$ cat config.mk
export PLATFORM = sky130hd
export DESIGN_NAME = key_reader
export DESIGN_NICKNAME = d
export VERILOG_FILES = /design/src/rtl/key_reader_pkg.sv /design/src/rtl/key_debounce.sv /design/src/rtl/key_reader.sv
export SDC_FILE = /design/constraint.sdc
export NUM_CORES = 1
export LEC_CHECK = 0
export ABC_AREA = 1
export CORE_MARGIN = 1.5
export CORE_UTILIZATION = 43
export CTS_CLUSTER_DIAMETER = 120
export DETAILED_ROUTE_END_ITERATION = 10
export GPL_TIMING_DRIVEN = 1
export HOLD_SLACK_MARGIN = 0.02
export MAX_ROUTING_LAYER = met4
export SKIP_CTS_REPAIR_TIMING = 1
export SYNTH_ARGS = -nofsm -noshare
export SYNTH_HDL_FRONTEND = slang
export SYNTH_HIERARCHICAL = 1
export SYNTH_SLANG_ARGS = --single-unit
$ cat constraint.sdc
create_clock -name CLOCK_50 -period 1.8 [get_ports CLOCK_50]
set_clock_uncertainty 0.2 [all_clocks]
set_input_delay 0.36 -clock CLOCK_50 [delete_from_list [all_inputs] [get_ports CLOCK_50]]
set_output_delay 0.36 -clock CLOCK_50 [all_outputs]
set_load 0.01 [all_outputs]
$ cat src/rtl/key_reader_pkg.sv
// Shared defaults and event-entry layout for the push-button reader.
package key_reader_pkg;
  localparam int NKEYS_DEF           = 4;
  localparam int DEBOUNCE_CYCLES_DEF = 1000000;
  localparam int FIFO_DEPTH_DEF      = 4;

  // Event entry is {key, press}: press in bit 0, key index above it.
  localparam int EVT_KEY_W = $clog2(NKEYS_DEF);
  localparam int EVT_W     = EVT_KEY_W + 1;

  typedef struct packed {
    logic [EVT_KEY_W-1:0] key;
    logic                 press;
  } evt_t;

  // Key index width, kept at least 1 so a single-key build still has a field.
  function automatic int key_w(input int n);
    return (n > 1) ? $clog2(n) : 1;
  endfunction
endpackage

$ cat src/rtl/key_debounce.sv
// One button: 2-flop synchronizer, stability counter and debounced level.
module key_debounce #(
  parameter int DEBOUNCE_CYCLES = 8
) (
  input  logic clk_i,
  input  logic rst_ni,
  input  logic key_n_i,
  output logic level_o,
  output logic toggle_o
);
  localparam int CW = $clog2(DEBOUNCE_CYCLES + 1);

  logic [1:0]    sync_q;
  logic [CW-1:0] cnt_q, cnt_d;
  logic          level_q, level_d;
  logic          pressed;

  assign pressed = ~sync_q[1];
  assign level_o = level_q;

  // Toggle fires on the edge the counter would reach DEBOUNCE_CYCLES.
  always_comb begin
    cnt_d    = '0;
    level_d  = level_q;
    toggle_o = 1'b0;
    if (pressed != level_q) begin
      if (cnt_q == CW'(DEBOUNCE_CYCLES - 1)) begin
        level_d  = pressed;
        toggle_o = 1'b1;
      end else begin
        cnt_d = cnt_q + 1'b1;
      end
    end
  end

  always_ff @(posedge clk_i or negedge rst_ni) begin
    if (!rst_ni) begin
      sync_q  <= 2'b11;
      cnt_q   <= '0;
      level_q <= 1'b0;
    end else begin
      sync_q  <= {sync_q[0], key_n_i};
      cnt_q   <= cnt_d;
      level_q <= level_d;
    end
  end
endmodule

$ cat src/rtl/key_reader.sv
// Debounced push-buttons with press/release events queued in a small FIFO.
module key_reader
  import key_reader_pkg::*;
#(
  parameter int NKEYS           = NKEYS_DEF,
  parameter int DEBOUNCE_CYCLES = DEBOUNCE_CYCLES_DEF,
  parameter int FIFO_DEPTH      = FIFO_DEPTH_DEF,
  localparam int KW             = key_w(NKEYS)
) (
  input  logic             CLOCK_50,
  input  logic             KEY0,
  input  logic [NKEYS-1:0] KEY_N,
  output logic [NKEYS-1:0] key_level,
  output logic             evt_valid,
  input  logic             evt_ready,
  output logic [KW-1:0]    evt_key,
  output logic             evt_press,
  output logic             overflow,
  input  logic             clr_ovf
);
  localparam int AW = $clog2(FIFO_DEPTH);

  typedef struct packed {
    logic [KW-1:0] key;
    logic          press;
  } entry_t;

  logic [NKEYS-1:0] lvl, tog;
  logic [NKEYS-1:0] pend_q, pend_d, dir_q, dir_d;
  logic             ovf_q, ovf_d, ovf_set;
  logic [AW:0]      wr_q, rd_q;
  entry_t           mem_q [FIFO_DEPTH];
  entry_t           head;
  logic             empty, full, push, pop, gnt_any;
  logic [KW-1:0]    gidx;

  for (genvar g = 0; g < NKEYS; g++) begin : g_key
    key_debounce #(.DEBOUNCE_CYCLES(DEBOUNCE_CYCLES)) u_deb (
      .clk_i   (CLOCK_50),
      .rst_ni  (KEY0),
      .key_n_i (KEY_N[g]),
      .level_o (lvl[g]),
      .toggle_o(tog[g])
    );
  end

  assign key_level = lvl;
  assign empty     = (wr_q == rd_q);
  assign full      = (wr_q[AW] != rd_q[AW]) && (wr_q[AW-1:0] == rd_q[AW-1:0]);
  assign evt_valid = ~empty;
  assign pop       = evt_valid & evt_ready;
  assign head      = mem_q[rd_q[AW-1:0]];
  assign evt_key   = evt_valid ? head.key : '0;
  assign evt_press = evt_valid & head.press;
  assign overflow  = ovf_q;

  // Lowest-index pending key wins; a pop frees a slot for a same-cycle push.
  always_comb begin
    gnt_any = 1'b0;
    gidx    = '0;
    for (int i = NKEYS - 1; i >= 0; i--) begin
      if (pend_q[i]) begin
        gnt_any = 1'b1;
        gidx    = KW'(i);
      end
    end
    push = gnt_any && (!full || pop);
  end

  // An event is lost only when a key re-toggles before its pending one was queued.
  always_comb begin
    pend_d  = pend_q;
    dir_d   = dir_q;
    ovf_set = 1'b0;
    for (int i = 0; i < NKEYS; i++) begin
      if (push && gidx == KW'(i)) pend_d[i] = 1'b0;
      if (tog[i]) begin
        pend_d[i] = 1'b1;
        dir_d[i]  = ~lvl[i];
        if (pend_q[i] && !(push && gidx == KW'(i))) ovf_set = 1'b1;
      end
    end
    ovf_d = ovf_set ? 1'b1 : (clr_ovf ? 1'b0 : ovf_q);
  end

  always_ff @(posedge CLOCK_50 or negedge KEY0) begin
    if (!KEY0) begin
      pend_q <= '0;
      dir_q  <= '0;
      ovf_q  <= 1'b0;
      wr_q   <= '0;
      rd_q   <= '0;
    end else begin
      pend_q <= pend_d;
      dir_q  <= dir_d;
      ovf_q  <= ovf_d;
      wr_q   <= wr_q + (AW+1)'(push);
      rd_q   <= rd_q + (AW+1)'(pop);
    end
  end

  // Storage needs no reset: the head fields are masked while the queue is empty.
  always_ff @(posedge CLOCK_50) begin
    if (push) mem_q[wr_q[AW-1:0]] <= '{key: gidx, press: dir_q[gidx]};
  end
endmodule

; After elaboration in Yosys (flattened, before gate mapping)
; Memories as Yosys holds them, arrays and structs flattened.
; Index checks and enable logic that the tools add are counted.
; W data, S select, Z words.
[word_totals]
ramBits = 12
memories = 1
inputBits = 8
wordCells = 129
register_bits = 107
[mem_list]
columns = memory, depth, width, read_ports, rd_clocked_by_memory_dff, write_ports, line_no
row1 = mem_q, 4, 3, 1, 0, 1, key_reader.sv:32  ; entry_t mem_q [FIFO_DEPTH];
[classes]
mux = 47
n_reduce_logical = 26
n_bitwise = 11
n_addsub = 6
n_lt_le_gt_ge = 1
n_eq_ne = 14
[op_table]
columns = cell, n
row1 = $mux W20, 8
row2 = $add A20 B1 Y20 const B, 4
row3 = $eq A20 B20 Y1 const B, 4
row4 = $mux W1, 33
row5 = $logic_and A1 B1 Y1, 10
row6 = $mux W2, 5
row7 = $reduce_bool A2 Y1, 5
row8 = $not A1 Y1, 9
row9 = $reduce_and A2 Y1, 4
row10 = $add A3 B1 Y3, 2
row11 = $logic_not A1 Y1, 5
row12 = $ne A1 B1 Y1, 5
row13 = $eq A2 B2 Y1 const B, 2
row14 = $eq A3 B3 Y1, 1
row15 = $lt A2 B3 Y1 const B, 1
row16 = $and A1 B1 Y1, 2
row17 = $bmux W1 S2, 1
row18 = $eq A2 B1 Y1 const B, 1
row19 = $eq A2 B2 Y1, 1
row20 = $logic_not A2 Y1, 1
row21 = $logic_or A1 B1 Y1, 1

; Longest topological paths before layout
[depth]
depth_word = 17
depth_mapped = 10
mapped_depth_nobuf = 10

; Modules after synthesis
; Netlist, hierarchy kept.
[modules_own_cells]
columns = module, cells_per_inst, seq_area_each_um2, area_per_inst_um2, n_inst
row1 = key_debounce, 158, 578.1, 1296.2, 4
row2 = key_reader, 129, 735.7, 1219.9, 1

; Worst setup path after synthesis
; OpenSTA, ideal clock, no wires.
[synth_path]
path_kind = register -> register
start = reg pend_q[1]
end = reg wr_q[2]
period_less_slack_ns = 1.940
setup_time_ns = 0.123
stages_incl_launch_ff = 8
arrival_ns = 1.617
path_slack_ns = -0.140
path_cell_list = dfrtp_1 nor2_1 inv_1 o21ai_0 inv_1 ha_1 ha_1 xor2_1
[synth_between]
elab_chain_len = 4
[synth_lines]
columns = item, line_no
row1 = start: declaration, key_reader.sv:29  ; logic [NKEYS-1:0] pend_q, pend_d, dir_q, dir_d;
row2 = start signal: assignment, key_reader.sv:94  ; pend_q <= pend_d;
row3 = $mux W1 (2 in series), key_reader.sv:62  ; if (pend_q[i]) begin
row4 = $logic_and A1 B1 Y1, key_reader.sv:67  ; push = gnt_any && (!full || pop);
row5 = $add A3 B1 Y3, key_reader.sv:97  ; wr_q <= wr_q + (AW+1)'(push);
row6 = end signal: assignment, key_reader.sv:97
row7 = end: declaration, key_reader.sv:31  ; logic [AW:0] wr_q, rd_q;
; Every way passes these cells.
; A chain may end at the register's enable or synchronous reset.

; Worst setup path in the final report
[layout_path]
start = reg rd_q[0]
end = out evt_press
[layout_between]
elab_chain_len = 3
elab_cells_between_ends = 4
[layout_lines]
columns = item, line_no
row1 = start: declaration, key_reader.sv:31
row2 = start signal: assignment, key_reader.sv:98  ; rd_q <= rd_q + (AW+1)'(pop);
row3 = "parallel branches: the longest is 2 deep, another holds $mem_v2 Z4 W3", --
row4 = $and A1 B1 Y1 (*), key_reader.sv:54  ; assign evt_press = evt_valid & head.press;
row5 = end: declaration, key_reader.sv:17  ; output logic evt_press,
; Every way passes the cells marked *.

==> results.sh <==
export IMPL_synthesis_area_mm2=0.006405
export IMPL_reg2reg_to="mem_q[0][1]$_DFFE_PP_"
export IMPL_dr_first_iter_drc_count=314
export IMPL_path_cells="buf_6 -> o21ai_2 -> o22ai_1 -> nand2_1 -> inv_1 -> buf_2"
export IMPL_die_width_um=125.0
export IMPL_clk_pin_slew_worst_paths_ps=50
export IMPL_ys_seq_elements=119
export IMPL_dr_pass1_iters=4
export IMPL_nFillCells=1392
export IMPL_vias=5137
export IMPL_cp_start_kind="flip-flop"
export IMPL_worst_path_max_fanout=6
export IMPL_fmax_ghz=0.4955
export IMPL_ys_async_sr_fraction=0.8992
export IMPL_grt_pass1_vias=5145
export IMPL_min_from="g_key[0].u_deb/sync_q[0]$_DFF_PN1_"
export IMPL_hold_viol=0
export IMPL_layout_commonest_cell="nor2_1"
export IMPL_synth_top_area_frac=0.3868
export IMPL_grt_max_degree=34
export IMPL_hold_slack_ps=154.4
export IMPL_hold_end="g_key[0].u_deb/sync_q[1]$_DFF_PN1_"
export IMPL_dp_hpwl_um=10250
export IMPL_design_area_mm2=0.007913
export IMPL_most_common_layout_cells="161 x nor2_1, 119 x nand2_1, 96 x dfrtp_1"
export IMPL_drive_gt1_frac=0.2196
export IMPL_hp_class="flip-flop to flip-flop"
export IMPL_critPathSlowestCell="dfrtp_2"
export IMPL_slew_viol_final=0
export IMPL_rows=44
export IMPL_worst_path_buf_inv=3
export IMPL_drc=0
export IMPL_ant_nets=0
export IMPL_critical_path_class="flip-flop to output pin"
export IMPL_clkLatencyLatePin_ps=410
export IMPL_synth_ff_type="dfrtp_1"
export IMPL_antenna_found_initial=0
export IMPL_avgSynthCellArea_um2=8.416
export IMPL_antennaDiodeCount=0
export IMPL_min_path_cells=0
export IMPL_gr_total_overflow=0
export IMPL_vdd_drop_max_v=0.0006665
export IMPL_drt_wl_total_um=13790
export IMPL_maxCapViolCount=0
export IMPL_r2r_slack_ps=-130
export IMPL_place_gp_congestion=0.8981
export IMPL_status="complete, but fails checks"
export IMPL_total_power_w=0.007053
export IMPL_nets=859
export IMPL_yosysWarnings=6
export IMPL_crit_arrival_ps=1460
export IMPL_cts_root_buf="clkbuf_16"
export IMPL_worstPathRequired_ps=1240
export IMPL_setup_slack_ps=-218.0
export IMPL_fin_crit_ps=2018
export IMPL_core_mm2=0.01453
export IMPL_cts_made_buffers=17
export IMPL_ys_seq_area_frac=0.4759
export IMPL_synth_area_top_cells="dfrtp_1 39%, nor2_1 9.7%, nand2_1 7.2%"
export IMPL_syn_nets=777
export IMPL_synthToLayoutAreaGrowth_pct=23.54
export IMPL_grt_pass1_wl_um=23840
export IMPL_p_leak_nw=3.754
export IMPL_reg2reg_from="rd_q[1]$_DFF_PN0_"
export IMPL_io_pins=17
export IMPL_post_place_ws_ps=-267.9
export IMPL_htreeDepth=4
export IMPL_track_usage=0.1949
export IMPL_violations="setup timing"
export IMPL_start_util=0.4407
export IMPL_wl_per_cell_um=13.26
export IMPL_fin_crit_sh=1.121
export IMPL_tightest_slew_ps=360.9
export IMPL_cp_top_family="flip-flops"
export IMPL_tns_ps=-1987
export IMPL_setup_violations_final=20
export IMPL_clockBufferDepth=2
export IMPL_synth_top_cell_by_area="dfrtp_1"
export IMPL_clock_sinks=119
export IMPL_io_buffers=16
export IMPL_placed_area_mm2=0.007146
export IMPL_dieArea_mm2=0.01564
export IMPL_reg2regPathDepth=10
export IMPL_cp_startpoint="rd_q[0]$_DFF_PN0_"
export IMPL_p_per_area_mw_per_mm2=891.4
export IMPL_rsz0062_at_grt="true"
export IMPL_cts_tree="yes"
export IMPL_synth_edf_count=12
export IMPL_viasPerCell=4.939
export IMPL_slew_headroom=0.7594
export IMPL_end_kind="output pin"
export IMPL_chipHeight_um=125.0
export IMPL_netlist_instances=761
export IMPL_crit_path_max_incr_delay_ps=450
export IMPL_ys_types=29
## sequential cells by signal, summed over array words and instances, names as in the netlist
register,cells
g_key.u_deb/cnt_q,80
mem_q,12
g_key.u_deb/sync_q,8
dir_q,4
g_key.u_deb/level_o,4
pend_q,4
rd_q,3
wr_q,3
overflow,1
## power by group
part           total [W]  internal, W  switching, W
clock            0.00328      0.00214       0.00114
sequential       0.00285      0.00279     0.0000638
combinational   0.000922     0.000423      0.000499
total            0.00705      0.00535       0.00170
## cell families after synthesis
kind of cell    share of synthesized area
compound gates                    0.04728
xor+xnor                          0.06290
buf+inv                           0.05567
simple gates                       0.3426
flops                              0.4759
fa+ha+maj                         0.01563
## per-stage QoR
| stage | util | std cells |
|---|---|---|
| after floorplan | - | 761 |
| after global placement | 0.4916 | 1002 |
| after detailed placement | 0.4916 | 1002 |
| after CTS | 0.5313 | 1034 |
| after global routing | 0.5444 | 1040 |
| final | 0.5444 | 1040 |
## metal layers
metal / vias to the layer above / track usage / part of all wire
met5: - / - / 0
met4: 0 / 0.07086 / 0.019
met3: 22 / 0.04835 / 0.034
met2: 74 / 0.3057 / 0.48
met1: 2457 / 0.2458 / 0.46
li1: 2584 / - / -
## synth_stat cells (12+ instances only)
master and count:
nand4_1 13, nand2_2 16, o21ai_0 20, nand2_1 123, a21oi_1 12, dfrtp_1 99
nor2_4 24, xor2_1 34, xnor2_1 12, inv_1 86, nor2_1 165, edfxtp_1 12
nand3_1 59, nor3_1 12
## cell type report
cell class,count,area (um^2),area share
clock buffer,23,479.2,0.06056
clock inverter,9,97.59,0.01233
inverter,91,344.1,0.04349
multi-input combinational,547,3124,0.3948
sequential,119,3052,0.3857
tap,184,230.2,0.02910
timing repair buffer,67,585.6,0.07400
## worst max-delay path by stage
stage,endpoint,slack [ps],cells past startpoint
6_report,evt_press,-220,6
5_1_grt,evt_press,-310,8
4_1_cts,evt_press,-680,8
3_5_place_dp,wr_q[2]$_DFF_PN0_,-270,8
3_3_place_gp,wr_q[2]$_DFF_PN0_,-230,8
2_1_floorplan,rd_q[2]$_DFF_PN0_,30,10
(Power assumes the default switching activity.)
